$ cat config.mk
export PLATFORM = sky130hd
export DESIGN_NAME = seg7_scan_driver
export DESIGN_NICKNAME = d
export VERILOG_FILES = /design/src/rtl/seg7_scan_driver.sv
export SDC_FILE = /design/constraint.sdc
export NUM_CORES = 1
export LEC_CHECK = 0
export CAP_MARGIN = 40
export CORE_MARGIN = 2
export CORE_UTILIZATION = 59
export CTS_CLUSTER_SIZE = 40
export DETAILED_ROUTE_END_ITERATION = 10
export PLACE_DENSITY = 0.84
export REMOVE_ABC_BUFFERS = 1
export SYNTH_ARGS = -nofsm -noshare
export SYNTH_HDL_FRONTEND = slang
export SYNTH_SLANG_ARGS = --single-unit
$ cat constraint.sdc
create_clock -name clk -period 6.1 [get_ports clk]
set_input_delay 1.22 -clock clk [delete_from_list [all_inputs] [get_ports clk]]
set_output_delay 1.22 -clock clk [all_outputs]
set_load 0.1 [all_outputs]
$ cat src/rtl/seg7_scan_driver.sv
// -----------------------------------------------------------------------------
// seg7_scan_driver
//
// Time-multiplexed driver for a 4-digit, common-anode 7-segment display.
// A prescaler steps a 2-bit digit select every SCAN_DIV cycles. Each digit
// slot opens with BLANK_CYC cycles of all anodes off to suppress ghosting.
// New display data is captured into a shadow register on load. The shadow is
// committed only at the end of slot 3, so a frame never mixes old and new
// digits.
//
// Parameters:
//   SCAN_DIV  - clk cycles per digit slot (>= 2)
//   BLANK_CYC - cycles of anode blanking at the start of each slot
//               (0 .. SCAN_DIV-1)
//
// Optional feature (macro SEG7_LEADING_ZERO_BLANK_EN):
//   Digits above the most significant nonzero digit are blanked. Digit 0 is
//   always shown. When the macro is undefined all four digits are driven.
//
// Ports:
//   clk      in   system clock
//   rst      in   synchronous reset, active-high
//   load     in   capture value/dp_in this cycle
//   value    in   [15:0] digit3..digit0 nibbles
//   dp_in    in   [3:0] decimal point per digit, 1 = on
//   upd_done out  one-cycle pulse after the shadow is committed to the display
//   pending  out  a captured value is waiting for commit
//   an       out  [3:0] anode enables, active-low, an[i] = digit i
//   seg      out  [6:0] segment cathodes, active-low, seg[0]=a .. seg[6]=g
//   dp_n     out  decimal-point cathode, active-low
// -----------------------------------------------------------------------------
module seg7_scan_driver #(
   parameter int unsigned SCAN_DIV  = 100000,
   parameter int unsigned BLANK_CYC = 16
) (
   input  logic        clk,
   input  logic        rst,
   input  logic        load,
   input  logic [15:0] value,
   input  logic [3:0]  dp_in,
   output logic        upd_done,
   output logic        pending,
   output logic [3:0]  an,
   output logic [6:0]  seg,
   output logic        dp_n
);

   localparam int unsigned CW = (SCAN_DIV > 2) ? $clog2(SCAN_DIV) : 1;

   logic [CW-1:0] cnt_q, cnt_d;
   logic [1:0]    sel_q, sel_d;
   logic [15:0]   disp_q, disp_d;
   logic [3:0]    dp_reg_q, dp_reg_d;
   logic [19:0]   shadow_q, shadow_d;
   logic          pending_q, pending_d;
   logic          upd_done_q, upd_done_d;
   logic [3:0]    an_q, an_d;
   logic [6:0]    seg_q, seg_d;
   logic          dp_n_q, dp_n_d;

   logic          tick;
   logic          blank;
   logic          commit;
   logic [3:0]    nibble;

   assign tick   = (cnt_q == CW'(SCAN_DIV - 1));
   assign blank  = (32'(cnt_q) < BLANK_CYC);
   assign commit = tick && (sel_q == 2'd3) && (pending_q || load);
   assign nibble = disp_q[{sel_q, 2'b00} +: 4];

`ifdef SEG7_LEADING_ZERO_BLANK_EN
   // Index of the most significant digit to show; digit 0 always counts.
   logic [1:0] msd;
   always_comb begin
      msd = 2'd0;
      if (disp_q[15:12] != 4'h0)     msd = 2'd3;
      else if (disp_q[11:8] != 4'h0) msd = 2'd2;
      else if (disp_q[7:4] != 4'h0)  msd = 2'd1;
   end
`endif

   always_comb begin
      cnt_d      = tick ? '0 : cnt_q + CW'(1);
      sel_d      = tick ? sel_q + 2'd1 : sel_q;
      shadow_d   = load ? {dp_in, value} : shadow_q;
      disp_d     = disp_q;
      dp_reg_d   = dp_reg_q;
      pending_d  = pending_q;
      upd_done_d = commit;

      if (commit) begin
         // Same-cycle load bypasses the shadow so it is not lost.
         {dp_reg_d, disp_d} = load ? {dp_in, value} : shadow_q;
         pending_d          = 1'b0;
      end else if (load) begin
         pending_d = 1'b1;
      end

      an_d = 4'b1111;
      if (!blank) an_d = ~(4'b0001 << sel_q);
`ifdef SEG7_LEADING_ZERO_BLANK_EN
      if (sel_q > msd) an_d = 4'b1111;
`endif

      dp_n_d = ~dp_reg_q[sel_q];

      unique case (nibble)
         4'h0: seg_d = 7'h40;
         4'h1: seg_d = 7'h79;
         4'h2: seg_d = 7'h24;
         4'h3: seg_d = 7'h30;
         4'h4: seg_d = 7'h19;
         4'h5: seg_d = 7'h12;
         4'h6: seg_d = 7'h02;
         4'h7: seg_d = 7'h78;
         4'h8: seg_d = 7'h00;
         4'h9: seg_d = 7'h10;
         4'hA: seg_d = 7'h08;
         4'hB: seg_d = 7'h03;
         4'hC: seg_d = 7'h46;
         4'hD: seg_d = 7'h21;
         4'hE: seg_d = 7'h06;
         default: seg_d = 7'h0E;
      endcase
   end

   always_ff @(posedge clk) begin
      if (rst) begin
         cnt_q      <= '0;
         sel_q      <= 2'd0;
         disp_q     <= 16'h0000;
         dp_reg_q   <= 4'h0;
         shadow_q   <= 20'h00000;
         pending_q  <= 1'b0;
         upd_done_q <= 1'b0;
         an_q       <= 4'b1111;
         seg_q      <= 7'b1111111;
         dp_n_q     <= 1'b1;
      end else begin
         cnt_q      <= cnt_d;
         sel_q      <= sel_d;
         disp_q     <= disp_d;
         dp_reg_q   <= dp_reg_d;
         shadow_q   <= shadow_d;
         pending_q  <= pending_d;
         upd_done_q <= upd_done_d;
         an_q       <= an_d;
         seg_q      <= seg_d;
         dp_n_q     <= dp_n_d;
      end
   end

   assign upd_done = upd_done_q;
   assign pending  = pending_q;
   assign an       = an_q;
   assign seg      = seg_q;
   assign dp_n     = dp_n_q;

endmodule

# ---- Word-level counts from Yosys, hierarchy flattened
# Memories as Yosys holds them, arrays and structs flattened. A register that Yosys moved wholly into a read port is not among the register bits.
# Index checks and enable logic that the tools add are counted.
dict set report word_totals {
  rom_bits 112
  ff_bits 66
  n_memories 1
  output_inout_bits 14
  in_bits 23
}
# name words word_bits read_ports rd_clocked_by_memory_dff wr line
set memory_table {}
lappend memory_table {{(name not given)} 16 7 1 1 0 107} ;# unique case (nibble)
dict set report op_classes {
  reduce_logical 6
  n_eq_ne 2
  shift 2
  add_sub_neg 2
  n_mux 3
  order_cmp 2
  bitwise_logic 2
}
# cell count
set ops {}
lappend ops {{$mux W20} 1}
lappend ops {{$add A17 B1 Y17 const B} 1}
lappend ops {{$eq A17 B17 Y1 const B} 1}
lappend ops {{$lt A17 B5 Y1 const B} 1}
lappend ops {{$shiftx A16 B5 Y4} 1}
lappend ops {{$reduce_or A2 Y1} 3}
lappend ops {{$not A4 Y4} 1}
lappend ops {{$shl A1 B2 Y4 const A} 1}
lappend ops {{$lt A2 B3 Y1 const B} 1}
lappend ops {{$add A2 B1 Y2 const B} 1}
lappend ops {{$bmux W1 S2} 1}
lappend ops {{$eq A2 B2 Y1 const B} 1}
lappend ops {{$logic_and A1 B1 Y1} 2}
lappend ops {{$logic_or A1 B1 Y1} 1}
lappend ops {{$mux W1} 1}
lappend ops {{$not A1 Y1} 1}

# ---- Longest topological paths before layout
dict set report depth {
  depth_word 4
  depth_mapped 7
  mapped_depth_nobuf 6
}

# ---- Worst setup path after synthesis
# Ideal clock, no wire load.
dict set report synth_path {
  path_type {register -> register}
  startpoint {reg cnt_q[12]}
  endpoint {reg disp_q[1]}
  required_time_ps 6032
  slack_ps 3817
  synth_period_minus_slack_ps 2283
  stages_incl_launch_ff 6
  arrival_time_ps 2215
  path_cell_list {dfxtp_1 > or4_4 > or4_4 > or4_4 > buf_6 > o2bb2ai_2}
}
dict set report synth_via {
  elab_chain_cells 3
}
# element line
set synth_rtl {}
lappend synth_rtl {{start: declaration} 50} ;# logic [CW-1:0] cnt_q, cnt_d;
lappend synth_rtl {{start signal: assignment} 140} ;# cnt_q <= cnt_d;
lappend synth_rtl {{$eq A17 B17 Y1} 66} ;# assign tick = (cnt_q == CW'(SCAN_DIV - 1));
lappend synth_rtl {{$logic_and A1 B1 Y1 (2 in series)} 68} ;# assign commit = tick && (sel_q == 2'd3) && (pending_q || load);
lappend synth_rtl {{end signal: assignment} 142} ;# disp_q <= disp_d;
lappend synth_rtl {{end: declaration} 52} ;# logic [15:0] disp_q, disp_d;
# Every way passes these cells.
# A chain may end at the register's enable or synchronous reset.

# ---- Final worst setup path
dict set report layout_path {
  startpoint {in load}
  endpoint {reg disp_q[14]}
}
dict set report layout_via {
  elab_chain_cells 2
}
# element line
set layout_rtl {}
lappend layout_rtl {{start: declaration} 38} ;# input logic load,
lappend layout_rtl {{$logic_or A1 B1 Y1} 68}
lappend layout_rtl {{$logic_and A1 B1 Y1} 68}
# Several ways; a longest one is shown, not always the timed one.

==> reports/metrics.yaml <==
clock_network:
  cts.path.max_buffers: 2
  ctsResizeCount: 0
  cts_sinks: 73
  path_clk_slew_ns: 0.08
  cts_buffers: 9
  holdBufCountCts: 0
  cts_root_buffer: "clkbuf_8"
  cts_tree: "yes"
  cts_setup_buffers: 0
  clock_latency_ns: 0.36
  cts.htree.levels: 3
worst_setup_path:
  worstReg2RegStart: "cnt_q[12]"
  r2r-end: "disp_q[14]"
  reg2reg_slack_ns: 3.63
  critPathBufInv: 2
  start_kind: "input pin"
  cp-end-kind: "register"
  crit_family: "buffers and inverters"
  slowest_stage: "or4_4"
  cp_data_arrival_time_ns: 3.03
  cpPeakStageDelay_ns: 0.63
  worstPathRequired_ns: 6.39
  path_class: "in -> reg"
  cp_max_fo: 22
  path_cells: "clkdlybuf4s50_1 > buf_4 > o21ai_0 > or4_4 > o2bb2ai_2"
  cp_num_cells: 5
  r2r.worst_path.cells: 4
floorplanning:
  pin_count: 37
  start_util_pct: 60.74
  row_count: 26
  dieHeight_um: 76.05
  fp.dieW_um: 76.05
  core_area_mm2: 0.005042
  fp.dieArea_mm2: 0.005784
grt:
  grt_overflow: 0
  track_usage_pct: 23.36
  grt_first_pass_wirelength_um: 10560
  first_global_vias: 2233
  grt_max_degree: 31
  grt_antenna_before_repair: 0
sta:
  finalClockSkew_ns: 0.01038
  timing.hold.ws_ns: 0.4662
  fin_setup_tns_ns: 0
  finalCriticalPeriod_ns: 2.748
  rsz0062_at_grt: "false"
  finalCritPeriodShare_pct: 45.06
  fmax_ghz: 0.3638
  tightest_slew_ns: 0.6318
  setup_viol: 0
  relSlewSlack_pct: 57.88
  setup_slack_ns: 3.352
  finalMaxSlewViolations: 0
  finalHoldViolCount: 0
place:
  gp_congestion: 0.8040
  dpl.hpwl_um: 4232
  placed_area_mm2: 0.003640
  port_buffers: 36
  pre_cts_slack_ns: 3.003
  dp.cells: 391
routing:
  drt-pass1-iter-count: 4
  detail_route.wirelength_um: 6264
  drtAntennaViolNets: 0
  wire_per_inst_um: 15.39
  vias_per_cell: 5.526
  vias: 2249
  drc: 0
  drtIter0Drc: 216
power:
  ir_drop_uv: 205.9
  finalPower_mw: 1.047
  p_per_area_mw_per_mm2: 269.1
  power_leakage_nw: 1.491
hold_path:
  hold_path_depth: 1
  min_path_type: "reg -> reg"
  hp-start: "cnt_q[0]"
  whs_endpoint: "cnt_q[0]"
layout:
  most-common-layout-cells: "dfxtp_1 (73), nor2_1 (38), clkdlybuf4s50_1 (36), mux2i_1 (22), o2bb2ai_2 (19)"
  nets: 366
  diodes: 0
  postLayoutCellArea_mm2: 0.003890
  final_util_pct: 77.15
  layout-drive-gt1-share_pct: 18.40
  final_common_cell: "dfxtp_1"
  area_growth_pct: 27.00
  final_cells: 407
logic_synthesis:
  netlist_area_mm2: 0.003063
  yosys_warnings: 0
  synth_seq_cells: 73
  synth-main-ff-cell: "dfxtp_1"
  synth_edf_count: 0
  syn_inst: 286
  syn_avg_cell_area_um2: 10.71
  ys_seq_area_share_pct: 47.71
  synth.distinct_cells: 37
  synthArstFlopShare_pct: 0
flow_run:
  max_cap_violations: 0
outcome:
  status: "completed"
-- state kept, by name, summed over array words and instances (netlist names) --
name      flops
dp_n          1
cnt_q        17
seg           7
disp_q       16
an            4
dp_reg_q      4
sel_q         2
upd_done      1
shadow_q     20
pending       1
-- logic make-up (layout without fill, tap and decap cells) --
kind of cell	Yosys count	after routing	share of synthesized area (%)
buf+inv	26	77	4.371
fa+ha+maj	11	11	4.493
flops	73	73	47.71
simple gates	85	85	13.73
xor+xnor	10	10	2.860
compound gates	54	54	15.97
mux	27	27	10.87
-- worst reg2reg max path: stages (launching register included) --
cell and delay (ns):
dfxtp_1 0.35, or4_4 0.56, or4_4 0.58, or4_4 0.70, o2bb2ai_2 0.21
-- how the worst max path moves through the flow --
stage | start | to | slack, ns
final | load | disp_q[14] | 3.35
after detailed placement | load | disp_q[1] | 3.00
after floorplan | cnt_q[12] | disp_q[0] | 3.78
after CTS | load | disp_q[14] | 3.36
after global routing | load | disp_q[1] | 3.21
after global placement | load | disp_q[4] | 3.04
-- routing by layer --
| layer | vias to the layer above | wire length [µm] | global-route usage (%) |
|---|---|---|---|
| met4 | 0 | 143 | 12.36 |
| met3 | 12 | 259 | 4.028 |
| li1 | 1108 | - | - |
| met5 | - | 0 | 0 |
| met1 | 1073 | 2723 | 27.44 |
| met2 | 56 | 3138 | 40.89 |
-- where the power goes --
group          switching, mW  total [mW]  internal, mW
sequential           0.00463       0.493         0.488
combinational         0.0488      0.0845        0.0356
clock                  0.185       0.470         0.285
-- final cells by class --
type,instances,area [µm²]
timing repair buffer,53,593.1
clock inverter,6,112.6
fill,326,1152
clock buffer,10,137.6
multi-input combinational,187,1468
tap,70,87.58
sequential,73,1461
inverter,8,30.03
-- synth_stat cells (all sizes together), types with 2 or more instances --
cell,n,area share (%)
o2bb2ai,20,9.6
o21ai,13,2.1
o31a,2,0.61
buf,11,2.5
inv,8,0.98
nor2,38,4.7
nand3,9,1.5
nand2,11,1.3
and3,3,0.65
xnor2,2,0.57
o211ai,2,0.49
mux2i,22,7.2
a21oi,11,1.8
nand4,7,1.4
nand2b,2,0.41
clkbuf,7,0.86
dfxtp,73,48
ha,11,4.5
or4,3,1.1
nor4,2,0.41
and4,2,0.57
xor2,8,2.3
or3,6,1.2
mux4,5,3.7
a31oi,3,0.61
Power figures use the tool's default switching activity.
